--- src/rtl/outbound_unloader.sv ---
// outbound_unloader: drains the outbound half of the PE register file and
// streams each entry as one phit on a valid/ready interface. Reads are
// issued against a credit (FIFO occupancy + reads in flight) so the skid
// FIFO can always absorb every returning word, whatever the backpressure.
module outbound_unloader #(
    parameter int phit_size     = 512,
    parameter int dwidth_RFadd  = 10,
    parameter int base_outbound = 512,
    parameter int rd_latency    = 1,
    parameter int fifo_depth    = 4
) (
    input  logic                    clk,
    input  logic                    rst,
    input  logic                    start_unloader,
    input  logic [dwidth_RFadd-1:0] num_entry_outbound,
    output logic                    rd_en_RF,
    output logic [dwidth_RFadd-1:0] rd_add_RF,
    input  logic [phit_size-1:0]    rd_data_RF,
    output logic [phit_size-1:0]    stream_out_data,
    output logic                    stream_out_valid,
    input  logic                    stream_out_ready,
    output logic                    stream_out_last,
    output logic                    busy,
    output logic                    done_unloader
);

    localparam int AW = (fifo_depth > 1) ? $clog2(fifo_depth) : 1;
    localparam int CW = AW + 1;
    localparam logic [dwidth_RFadd-1:0] BASE_A = dwidth_RFadd'(base_outbound);

    typedef enum logic [1:0] {IDLE, READ, DRAIN, DONE} state_t;

    state_t                  state, state_nxt;
    logic [dwidth_RFadd-1:0] count_q;
    logic [dwidth_RFadd-1:0] cnt_m1;
    logic [dwidth_RFadd-1:0] issued;
    logic [dwidth_RFadd-1:0] sent;
    logic [CW-1:0]           occ;
    logic [CW-1:0]           inflight;
    logic [CW:0]             credit_used;
    logic [rd_latency-1:0]   vld_pipe;
    logic [phit_size-1:0]    mem [fifo_depth];
    logic [AW-1:0]           wr_ptr, rd_ptr;
    logic                    issue, fifo_wr, pop, start_ok;

    assign cnt_m1      = count_q - dwidth_RFadd'(1);
    assign credit_used = {1'b0, occ} + {1'b0, inflight};
    assign start_ok    = (state == IDLE) && start_unloader;

    // Read issue is gated by credit so a returning word always has a FIFO slot.
    always_comb begin
        issue   = (state == READ) && (credit_used < (CW+1)'(fifo_depth));
        fifo_wr = vld_pipe[rd_latency-1];
        pop     = stream_out_valid && stream_out_ready;
    end

    // FSM state register.
    always_ff @(posedge clk) begin
        if (rst) state <= IDLE;
        else     state <= state_nxt;
    end

    // Next-state logic; a start seen outside IDLE is ignored.
    always_comb begin
        state_nxt = state;
        case (state)
            IDLE:  if (start_unloader)
                       state_nxt = (num_entry_outbound != '0) ? READ : DONE;
            READ:  if (issue && (issued == cnt_m1)) state_nxt = DRAIN;
            DRAIN: if (pop && stream_out_last)      state_nxt = DONE;
            DONE:  state_nxt = IDLE;
            default: state_nxt = IDLE;
        endcase
    end

    // Drain bookkeeping: latched count, issue and accept counters.
    always_ff @(posedge clk) begin
        if (rst) begin
            count_q <= '0;
            issued  <= '0;
            sent    <= '0;
        end else if (start_ok) begin
            count_q <= num_entry_outbound;
            issued  <= '0;
            sent    <= '0;
        end else begin
            if (issue) issued <= issued + dwidth_RFadd'(1);
            if (pop)   sent   <= sent + dwidth_RFadd'(1);
        end
    end

    // Read-return tracking: the issue bit emerges when rd_data_RF is valid.
    always_ff @(posedge clk) begin
        if (rst) begin
            vld_pipe <= '0;
        end else begin
            vld_pipe[0] <= issue;
            for (int i = 1; i < rd_latency; i++) vld_pipe[i] <= vld_pipe[i-1];
        end
    end

    // Credit counters: reads in flight and FIFO occupancy.
    always_ff @(posedge clk) begin
        if (rst) begin
            inflight <= '0;
            occ      <= '0;
        end else begin
            inflight <= inflight + CW'(issue) - CW'(fifo_wr);
            occ      <= occ + CW'(fifo_wr) - CW'(pop);
        end
    end

    // FIFO pointers; write and pop in the same cycle are both honoured.
    always_ff @(posedge clk) begin
        if (rst) begin
            wr_ptr <= '0;
            rd_ptr <= '0;
        end else begin
            if (fifo_wr) wr_ptr <= wr_ptr + AW'(1);
            if (pop)     rd_ptr <= rd_ptr + AW'(1);
        end
    end

    // FIFO storage; contents need no reset since the head is masked when empty.
    always_ff @(posedge clk) begin
        if (!rst && fifo_wr) mem[wr_ptr] <= rd_data_RF;
    end

    // Outputs: show-ahead head, address only driven on issue cycles.
    always_comb begin
        rd_en_RF         = issue;
        rd_add_RF        = issue ? (BASE_A + issued) : '0;
        stream_out_valid = (occ != '0);
        stream_out_data  = stream_out_valid ? mem[rd_ptr] : '0;
        stream_out_last  = stream_out_valid && (sent == cnt_m1);
        busy             = (state != IDLE);
        done_unloader    = (state == DONE);
    end

endmodule
--- config.mk ---
export PLATFORM = sky130hd
export DESIGN_NAME = outbound_unloader
export DESIGN_NICKNAME = d
export VERILOG_FILES = /design/src/rtl/outbound_unloader.sv
export SDC_FILE = /design/constraint.sdc
export NUM_CORES = 2
export LEC_CHECK = 0
export ABC_AREA = 0
export BUFFER_PORTS_ARGS = -buffer_cell sky130_fd_sc_hd__buf_2
export CORE_ASPECT_RATIO = 1.2
export CORE_MARGIN = 1
export CORE_UTILIZATION = 30
export CTS_BUF_LIST = sky130_fd_sc_hd__clkbuf_8
export DETAILED_ROUTE_END_ITERATION = 8
export MAX_ROUTING_LAYER = met4
export SLEW_MARGIN = 20
export SYNTH_ARGS = -nofsm -noshare
export SYNTH_HDL_FRONTEND = slang
export SYNTH_SLANG_ARGS = --single-unit
--- constraint.sdc ---
create_clock -name clk -period 13.01 [get_ports clk]
set_clock_uncertainty 0.05 [all_clocks]
set_input_delay 0.6505 -clock clk [delete_from_list [all_inputs] [get_ports clk]]
set_output_delay 0.6505 -clock clk [all_outputs]
set_load 0.02 [all_outputs]
==> metrics.yaml <==
place:
  post-dp-hpwl_um: 123000
  dp_cells: 8016
  place_ws_ns: 8.17
  place.gp.congestion: 0.824
  io_buffer_count: 1052
sta:
  rsz0062_at_grt: "false"
  tns_ns: 0
  worstMarginPinSlew_ns: 1.21
  fmax_mhz: 181
  fin_ws_ns: 7.50
  final_max_slew_viol_count: 0
  hold_viol_final: 0
  final.min_clock_period_ns: 5.51
  slew_headroom_pct: 19.2
  setup_viol: 0
  post-route-period-util_pct: 42.4
yosys:
  synth_edf_count: 2048
  yosysUniqueCellTypes: 50
  ys.flop_type: "edfxtp_1"
  synthAdderAreaFrac_pct: 0.333
  syn_nets: 4108
  syn_avg_cell_area_um2: 22.3
  yosysWarnings: 0
  synthArstFlopShare_pct: 0
  synth-compound-area-share_pct: 0.314
  synth_top_family_by_area: "multiplexers"
  synth_xor_area_share_pct: 0.563
  synth_simple_gate_area_share_pct: 4.82
  post_synth_inst_count: 3562
  synth.mux.area_fraction_pct: 14.6
  synth-seq-cells: 2093
  synth_area_um2: 79600
  synth_seq_area_share_pct: 78.4
layout:
  layoutNonFillerInstCount: 9185
  area_growth_syn_to_layout_pct: 26.5
  drive_gt1_share_pct: 36.5
  fillers: 24091
  fin_util_pct: 38.3
  nets: 5900
clock_network:
  numCtsBuffers: 340
  ctsHtreeMaxLevel: 5
  cts_sinks: 2093
  cts-root-buf: "clkbuf_8"
  post_cts_buffers: 0
  cts_buffer_depth: 4
  clock_latency_ns: 0.91
  cts_tree: "yes"
  clkTransAtPathRegs_ns: 0.07
grt:
  grt_remaining_overflow: 0
  grt_pass1_wl_um: 294000
  grt.total_usage_pct: 15.0
  antenna_found_initial: 57
  grt_max_degree: 174
  first_global_vias: 44556
critical_path:
  crit_path_max_fanout: 59
  endpoint_kind: "output port"
  path_class: "reg2out"
  r2r_start: "fifo_wr"
  r2r_slack_ns: 8.75
  worstPathRequired_ns: 12.31
  reg2reg_depth: 6
  arrival_ns: 4.81
  regToRegEndpoint: "mem[1][340]"
  critPathCapture: "stream_out_data[11]"
  critPathLaunchType: "flip-flop"
hold_path:
  worstHoldStart: "start_unloader"
  hp-class: "in2reg"
drt:
  vias_per_cell: 4.58
  wire_per_inst_um: 21.8
  routed_wl_um: 200000
  drc: 0
  ant_nets: 0
  vias: 42043
  first_pass_iters: 7
  drt_iter0_markers: 2922
die:
  core_um2: 263000
  initial_core_util_pct: 30.2
  die_y_um: 566
  die_area_um2: 267000
  io_pins: 1053
  num_rows: 206
  fp.dieW_um: 472
pwr:
  p_leak_nw: 34.3
  powerDensity_nw_per_um2: 181
  ir_worst_vdd_uv: 131
flow_run:
  drv_cap: 0
outcome:
  status: "finished, final reports clean"
## synthesized netlist by cell type (2+ instances only)
library cell  instances  area (um2)
o211ai_1              2        15.0
nand2b_1              2        12.5
xnor2_1              24         210
fa_1                  2        40.0
nand4_1               7        43.8
xor2_1               22         193
clkbuf_1            104         390
mux4_2              512       11500
nor4_1                3        18.8
mux2i_1               4        40.0
and3_1                4        25.0
a21oi_1              17        85.1
or3_1                 3        18.8
a311oi_1              2        17.5
nand3_1               8        40.0
or4b_2                2        20.0
edfxtp_1           2048       61500
nor3_1                5        25.0
and2_1              525        3280
buf_1                82         308
inv_1                22        82.6
o21ai_0               3        15.0
xnor3_1               2        45.0
nand2_1              31         116
a31oi_1               2        12.5
or4_1                 2        15.0
dfxtp_1              45         901
nor2_1               33         124
ha_1                 18         225
nor2b_1               6        37.5
## registers in the layout (all words and copies together) (netlist names), named ones only
| name | flops |
|---|---|
| mem | 2048 |
| count_q | 10 |
| issued | 10 |
| sent | 10 |
| inflight | 3 |
| occ | 3 |
| rd_ptr | 2 |
| state | 2 |
| wr_ptr | 2 |
| fifo_wr | 1 |
## worst max-delay path: stages, from the launching register on
cell     delay (ns)
dfxtp_4        0.66
buf_4          0.76
buf_4          0.72
buf_4          0.85
mux4_2         0.42
and2_1         0.18
buf_2          0.17
## report_power, final
group	internal, W	switching [W]
clock	0.00265	0.00258
combinational	0.00213	0.00315
sequential	0.00759	0.0000968
## area by class of cell
type	instances	area, um2	area share, %
sequential	2093	62400	62.0
clock inverter	241	1360	1.35
multi-input combinational	1259	16400	16.3
timing repair buffer	1638	11100	11.1
tap	3536	4420	4.39
clock buffer	345	4750	4.72
inverter	22	82.6	0.0820
antenna	51	128	0.127
## metrics by stage
step	hold slack (ns)	area (um2)	total power (W)
2_1_floorplan	0.409	79600	0.0112
3_3_place_gp	0.449	89100	0.0130
3_5_place_dp	0.457	89100	0.0131
4_1_cts	0.0818	101000	0.0185
5_1_grt	0.148	101000	0.0190
6_report	0.243	101000	0.0182
## cell usage in the layout, fill, tap and decap left out, types with 3 or more instances in the layout
| cell | count |
|---|---|
| edfxtp_1 | 2048 |
| buf_2 | 1052 |
| dlygate4sd3_1 | 532 |
| and2_1 | 521 |
| mux4_2 | 512 |
| clkbuf_8 | 345 |
| inv_1 | 121 |
| clkinv_1 | 76 |
| diode_2 | 51 |
| dfxtp_1 | 43 |
| buf_4 | 43 |
| clkinv_2 | 35 |
| nor2_1 | 33 |
| nand2_1 | 31 |
| xnor2_1 | 24 |
| xor2_1 | 22 |
| ha_1 | 18 |
| a21oi_1 | 17 |
| buf_12 | 11 |
| bufinv_16 | 9 |
| nand3_1 | 8 |
| nand4_1 | 7 |
| clkinv_8 | 7 |
| nor2b_1 | 6 |
| inv_8 | 6 |
| nor3_1 | 5 |
| clkinvlp_4 | 5 |
| and2_4 | 4 |
| mux2i_1 | 4 |
| and3_1 | 4 |
| inv_6 | 4 |
| o21ai_0 | 3 |
| nor4_1 | 3 |
## what timing repair did
item	4_1_cts	5_1_grt
hold endpoints to repair	2065	0
resized for setup	0	0
hold buffers	532	0
## cell families after synthesis
| logic type | Yosys count |
|---|---|
| flip-flops | 2093 |
| AND/OR/NAND/NOR | 637 |
| multiplexers | 517 |
| buffers and inverters | 210 |
| XOR/XNOR | 48 |
| AO/OA/AOI/OAI | 37 |
| adder cells (fa/ha/maj) | 20 |
## how the worst min path moves through the flow
stage / to / slack [ns] / depth (start not counted)
6_report: state[1] / 0.24 / 5
3_3_place_gp: count_q[9] / 0.45 / 2
4_1_cts: state[1] / 0.08 / 5
2_1_floorplan: count_q[1] / 0.41 / 2
5_1_grt: state[1] / 0.15 / 5
3_5_place_dp: count_q[9] / 0.46 / 2
## metal layers
layer | track usage (%) | up-vias | wire, um
met1 | 18.5 | 21922 | 82200
met3 | 3.95 | 345 | 15500
met2 | 23.8 | 1589 | 96900
met5 | - | - | 0
li1 | - | 18187 | -
met4 | 4.80 | 0 | 5590
Note: power is estimated with default switching activity, not from simulation.
